--- config.mk ---
export PLATFORM = sky130hd
export DESIGN_NAME = muldiv_ctrl
export DESIGN_NICKNAME = d
export VERILOG_FILES = /design/src/rtl/muldiv_ctrl.sv
export SDC_FILE = /design/constraint.sdc
export NUM_CORES = 1
export LEC_CHECK = 0
export CAP_MARGIN = 20
export CORE_UTILIZATION = 57
export DETAILED_ROUTE_END_ITERATION = 10
export MAX_ROUTING_LAYER = met4
export PLACE_DENSITY = 0.87
export SLEW_MARGIN = 20
export SYNTH_ARGS = -nofsm -noshare
export SYNTH_HDL_FRONTEND = slang
export SYNTH_SLANG_ARGS = --single-unit
--- constraint.sdc ---
create_clock -name CLK -period 3.8 [get_ports CLK]
set_input_delay 0.76 -clock CLK [delete_from_list [all_inputs] [get_ports CLK]]
set_output_delay 0.76 -clock CLK [all_outputs]
set_load 0.03 [all_outputs]
--- src/rtl/muldiv_ctrl.sv ---
// Iterative radix-2 multiply/divide sequencer that owns the HI/LO registers.
// Optional MULDIV_EARLY_OUT_EN: trivial operands (zero multiply, divide by zero) skip the iteration phase.
module muldiv_ctrl #(
  parameter int WIDTH = 32,
  parameter int CNT_W = 6
) (
  input  logic             CLK,
  input  logic             RST,
  input  logic             InsValid,
  input  logic [31:0]      Ins,
  input  logic [WIDTH-1:0] Rdata1,
  input  logic [WIDTH-1:0] Rdata2,
  output logic             Busy,
  output logic             Stall,
  output logic             Done,
  output logic [WIDTH-1:0] Hi,
  output logic [WIDTH-1:0] Lo,
  output logic [WIDTH-1:0] Mfdata
);

  localparam logic [1:0] S_IDLE = 2'd0;
  localparam logic [1:0] S_RUN  = 2'd1;
  localparam logic [1:0] S_FIX  = 2'd2;

  localparam logic [5:0] F_MFHI  = 6'h10;
  localparam logic [5:0] F_MTHI  = 6'h11;
  localparam logic [5:0] F_MFLO  = 6'h12;
  localparam logic [5:0] F_MTLO  = 6'h13;
  localparam logic [5:0] F_MULT  = 6'h18;
  localparam logic [5:0] F_MULTU = 6'h19;
  localparam logic [5:0] F_DIV   = 6'h1A;
  localparam logic [5:0] F_DIVU  = 6'h1B;

  localparam logic [CNT_W-1:0] LAST = CNT_W'(WIDTH - 1);

  logic [1:0]       state_q, state_d;
  logic [CNT_W-1:0] cnt_q, cnt_d;
  logic [WIDTH-1:0] hi_q, hi_d, lo_q, lo_d;
  logic [WIDTH:0]   acc_q, acc_d;   // partial product high half / partial remainder
  logic [WIDTH-1:0] shr_q, shr_d;   // multiplier shifting out / dividend in, quotient out
  logic [WIDTH-1:0] opa_q, opa_d;   // multiplicand or divisor magnitude
  logic             div_q, div_d, negq_q, negq_d, negr_q, negr_d, dz_q, dz_d;
  logic             done_q, done_d;

  logic [5:0]       funct;
  logic             r_form, hl_op, op_md, op_signed, op_div, sa, sb, early;
  logic [WIDTH-1:0] mag_a, mag_b;
  logic             unused_ins;

  assign funct      = Ins[5:0];
  assign unused_ins = ^Ins[25:6];
  assign r_form     = InsValid && (Ins[31:26] == 6'h00);
  assign hl_op      = r_form && (funct inside {F_MFHI, F_MTHI, F_MFLO, F_MTLO,
                                               F_MULT, F_MULTU, F_DIV, F_DIVU});
  assign op_md      = r_form && (funct inside {F_MULT, F_MULTU, F_DIV, F_DIVU});
  assign op_signed  = (funct == F_MULT) || (funct == F_DIV);
  assign op_div     = (funct == F_DIV) || (funct == F_DIVU);
  assign sa         = op_signed && Rdata1[WIDTH-1];
  assign sb         = op_signed && Rdata2[WIDTH-1];
  assign mag_a      = sa ? -Rdata1 : Rdata1;
  assign mag_b      = sb ? -Rdata2 : Rdata2;

`ifdef MULDIV_EARLY_OUT_EN
  assign early = op_div ? (Rdata2 == '0) : ((Rdata1 == '0) || (Rdata2 == '0));
`else
  assign early = 1'b0;
`endif

  logic [WIDTH:0]     mul_sum, div_sh, div_diff;
  logic               div_ge;
  logic [2*WIDTH-1:0] prod, prod_fix;
  logic [WIDTH-1:0]   quo_fix, rem_fix;

  assign mul_sum  = acc_q + (shr_q[0] ? {1'b0, opa_q} : '0);
  assign div_sh   = {acc_q[WIDTH-1:0], shr_q[WIDTH-1]};
  assign div_ge   = div_sh >= {1'b0, opa_q};
  assign div_diff = div_sh - {1'b0, opa_q};
  assign prod     = {acc_q[WIDTH-1:0], shr_q};
  assign prod_fix = negq_q ? -prod : prod;
  // Divide by zero bypasses quotient sign fix-up; remainder fix-up restores the raw dividend.
  assign quo_fix  = dz_q ? '1 : (negq_q ? -shr_q : shr_q);
  assign rem_fix  = negr_q ? -acc_q[WIDTH-1:0] : acc_q[WIDTH-1:0];

  always_comb begin
    state_d = state_q;
    cnt_d   = cnt_q;
    hi_d    = hi_q;
    lo_d    = lo_q;
    acc_d   = acc_q;
    shr_d   = shr_q;
    opa_d   = opa_q;
    div_d   = div_q;
    negq_d  = negq_q;
    negr_d  = negr_q;
    dz_d    = dz_q;
    done_d  = 1'b0;
    case (state_q)
      S_IDLE: begin
        if (op_md) begin
          div_d   = op_div;
          negq_d  = sa ^ sb;
          negr_d  = sa;
          dz_d    = op_div && (Rdata2 == '0);
          opa_d   = op_div ? mag_b : mag_a;
          acc_d   = (early && op_div) ? {1'b0, mag_a} : '0;
          shr_d   = early ? '0 : (op_div ? mag_a : mag_b);
          cnt_d   = '0;
          state_d = early ? S_FIX : S_RUN;
        end else if (hl_op && (funct == F_MTHI)) begin
          hi_d = Rdata1;
        end else if (hl_op && (funct == F_MTLO)) begin
          lo_d = Rdata1;
        end
      end
      S_RUN: begin
        if (div_q) begin
          acc_d = div_ge ? div_diff : div_sh;
          shr_d = {shr_q[WIDTH-2:0], div_ge};
        end else begin
          acc_d = {1'b0, mul_sum[WIDTH:1]};
          shr_d = {mul_sum[0], shr_q[WIDTH-1:1]};
        end
        cnt_d = cnt_q + CNT_W'(1);
        if (cnt_q == LAST) state_d = S_FIX;
      end
      S_FIX: begin
        if (div_q) begin
          hi_d = rem_fix;
          lo_d = quo_fix;
        end else begin
          {hi_d, lo_d} = prod_fix;
        end
        done_d  = 1'b1;
        state_d = S_IDLE;
      end
      default: state_d = S_IDLE;
    endcase
  end

  always_ff @(posedge CLK) begin
    if (!RST) begin
      state_q <= S_IDLE;
      cnt_q   <= '0;
      hi_q    <= '0;
      lo_q    <= '0;
      acc_q   <= '0;
      shr_q   <= '0;
      opa_q   <= '0;
      div_q   <= 1'b0;
      negq_q  <= 1'b0;
      negr_q  <= 1'b0;
      dz_q    <= 1'b0;
      done_q  <= 1'b0;
    end else begin
      state_q <= state_d;
      cnt_q   <= cnt_d;
      hi_q    <= hi_d;
      lo_q    <= lo_d;
      acc_q   <= acc_d;
      shr_q   <= shr_d;
      opa_q   <= opa_d;
      div_q   <= div_d;
      negq_q  <= negq_d;
      negr_q  <= negr_d;
      dz_q    <= dz_d;
      done_q  <= done_d;
    end
  end

  assign Busy   = (state_q != S_IDLE);
  assign Stall  = hl_op && Busy;
  assign Done   = done_q;
  assign Hi     = hi_q;
  assign Lo     = lo_q;
  assign Mfdata = (hl_op && (funct == F_MFHI)) ? hi_q :
                  (hl_op && (funct == F_MFLO)) ? lo_q : '0;

endmodule

==> metrics.cfg <==
[status]
status = finished, final reports clean

[logic_synthesis]
synth_top_cell_area_share = 0.230
synth_edf_count = 0
synth_fp_nets = 2217
seq_area_frac_synth = 0.230
synth_cells = 2047
yosys_warnings = 0
syn_avg_cell_area_um2 = 7.39
synth.area.top_cells = dfxtp_1 23%, a21oi_1 7.5%, xnor2_1 6.0%
async_flop_share = 0
ys_ff_latch = 174
synth_flop_cell = dfxtp_1
yosys.area.top_type = dfxtp_1
netlist_area_um2 = 15100
ys_types = 93

[sta]
clock_skew_ns = 0.0241
maxSlewHeadroom = 0.320
slew_viol_final = 0
hold_violations = 0
rsz0062_at_grt = no
fin_crit_sh = 0.958
setup_viol = 0
fin_crit_ns = 3.64
tightest_slew_ns = 1.02
clock.fmax_mhz = 275
setup_slack_ns = 0.161
fin_setup_tns_ns = 0

[final_layout]
fin_nets = 2372
drive_gt1_frac = 0.106
finish.utilization = 0.697
fill_cells = 2158
synthToLayoutAreaGrowth_pct = 20.1

[cts]
clk_path_buf_depth = 2
cts_sinks = 174
cts_inserted_buffers = 17
cts_tree = done
cts_hold_buf = 0
clock_latency_ns = 0.47
cts_root_buf = clkbuf_16
htreeDepth = 4
clk_pin_slew_worst_paths_ns = 0.09

[power_and_ir_drop]
power.switching_uw = 1240
sw_frac_of_total = 0.300
power.share.combinational = 0.085
p_int_uw = 2890
power_leakage_uw = 0.00717
pwr-share-seq = 0.442
vdd_drop_max_v = 0.000267
p_per_area_nw_per_um2 = 227
clock_power_share = 0.473

[grt]
grt_antenna_before_repair = 3
overflow = 0
grt_first_pass_wirelength_um = 85700
globalRouteTotalUtil = 0.427
first_global_vias = 14950
grt_max_degree = 65

[run]
drv_cap = 0

[critical_path]
cpPeakStageDelay_ns = 0.41
timing.rr.start = shr_q[0]
required_ns = 4.15
path_max_fanout = 4
path_buf_inv = 2
crit_type = reg2reg
cp-end-kind = register
rr_endpoint = acc_q[31]
cp-start-kind = register
regToRegSetupSlack_ns = 0.16
crit_path_top_delay_cell = fa_1
critPathTopFamily = compound AO/OA/AOI/OAI gates
cp_data_arrival_time_ns = 3.99
cp_cell_sequence = and2_1, ha_1, inv_1, fa_1, nor2b_2, o2111ai_1, a21boi_2, a311o_1, buf_4, a21oi_1, o41ai_2, o22ai_1, xnor2_1, a221o_1
r2r_cells = 14

[min_path]
worstHoldEndpoint = opa_q[3]
hold_path_class = reg2reg
min_from = opa_q[3]
min_delay_path_depth = 2

[floorplan]
io_pins = 198
coreArea_um2 = 26100
die_h_um = 165
dieArea_um2 = 27200
dieWidth_um = 165
rows = 59
start_util = 0.580

[routing]
drt_wl_total_um = 57900
wl_per_cell_um = 22.7
firstDrtPassIters = 6
drt_iter0_markers = 2627
routed_via_density = 6.76
ant_nets = 0
vias = 17258
drc = 0

[place]
place_ws_ns = 0.131
place.gp.congestion = 1.03
io_buffers = 177
dp_hpwl_um = 44800

cell usage in the layout (no fill, tap or decap), drive strengths merged, types with 20 or more instances in the layout:
cell type | Yosys | layout
clkdlybuf4s50 | 0 | 143
dfxtp | 174 | 174
xor2 | 67 | 67
o221ai | 45 | 45
xnor2 | 103 | 103
buf | 26 | 137
a21oi | 226 | 226
a31oi | 20 | 20
inv | 66 | 74
nor2 | 215 | 215
a21o | 34 | 34
nor4 | 20 | 20
nand2 | 210 | 210
o211ai | 46 | 46
nor3 | 34 | 34
a211oi | 31 | 31
o31ai | 20 | 20
o21ai | 144 | 144
mux2i | 76 | 76
nand3 | 42 | 42
ha | 69 | 69
kinds of logic after synthesis:
kind of cell               Yosys count  synth area share
DFF                                174             0.230
and+or+nand+nor                    653             0.206
xor gates and xnor gates           170            0.0985
buffers and inverters              210            0.0545
adders and majority gates           71            0.0598
AOI/OAI and AO/OA                  681             0.292
muxes                               88            0.0593
through the flow:
step	power (uW)	hold slack, ns	area, um^2	instances
2_1_floorplan	2010	0.423	15100	2047
3_3_place_gp	2190	0.442	17500	2517
3_5_place_dp	2200	0.448	17500	2517
4_1_cts	4090	0.459	18100	2549
5_1_grt	4190	0.478	18200	2553
6_report	4130	0.460	18200	2553
final cells by class:
class	instances	area [um^2]	area share
sequential	174	3490	0.192
timing repair buffer	280	2500	0.137
antenna	3	7.51	0.000413
clock buffer	17	425	0.0234
tap	335	419	0.0231
inverter	66	248	0.0136
clock inverter	15	220	0.0121
multi-input combinational	1663	10900	0.598
timing repair:
action | in CTS | in global routing
buffers inserted | 0 | 1
gates resized for setup | 0 | 8
endpoints found under the setup margin | 0 | 8
power groups by stage:
| stage | logic (uW) | clock network (uW) | registers [uW] |
|---|---|---|---|
| floorplan | 142 | 0 | 1870 |
| global placement | 329 | 0 | 1870 |
| detailed placement | 333 | 0 | 1870 |
| CTS | 336 | 1930 | 1820 |
| global route | 364 | 2000 | 1820 |
| finish | 352 | 1950 | 1820 |
worst register-to-register path, cell delays in order, from the launching register on:
cell	delay, ns
dfxtp_2	0.38
and2_1	0.15
ha_1	0.19
inv_1	0.06
fa_1	0.41
nor2b_2	0.18
o2111ai_1	0.18
a21boi_2	0.24
a311o_1	0.28
buf_4	0.14
a21oi_1	0.14
o41ai_2	0.40
o22ai_1	0.24
xnor2_1	0.18
a221o_1	0.35
Yosys cell counts (all sizes together) (26+ instances only):
library cell and instances:
a21oi 226, nor2 215, nand2 210, dfxtp 174, o21ai 144, clkbuf 118, xnor2 103, mux2i 76
ha 69, xor2 67, inv 66, o211ai 46, o221ai 45, nand3 42, a21o 34, nor3 34
a211oi 31, buf 26
how the worst max path moves through the flow:
stage               start   endpoint  slack (ns)  cells past startpoint
2_1_floorplan    shr_q[0]  acc_q[26]        0.65                     14
3_3_place_gp   Rdata1[13]  opa_q[29]        0.15                     10
3_5_place_dp     shr_q[0]  acc_q[24]        0.13                     13
4_1_cts          shr_q[0]  acc_q[24]        0.09                     13
5_1_grt          shr_q[0]  acc_q[29]        0.01                     14
6_report         shr_q[0]  acc_q[31]        0.16                     14
state kept, by name, indices dropped and copies added, names as in the netlist, 2 cells and up:
signal   cells
Hi          32
Lo          32
acc_q       33
cnt_q        6
opa_q       32
shr_q       32
state_q      2
layer usage:
metal	vias up	track usage	wire length [um]
li1	7771	-	-
met1	8008	0.591	23700
met4	0	0.173	2310
met3	161	0.0954	8010
met5	-	-	0
met2	1318	0.592	23900
(Power assumes the default switching activity.)
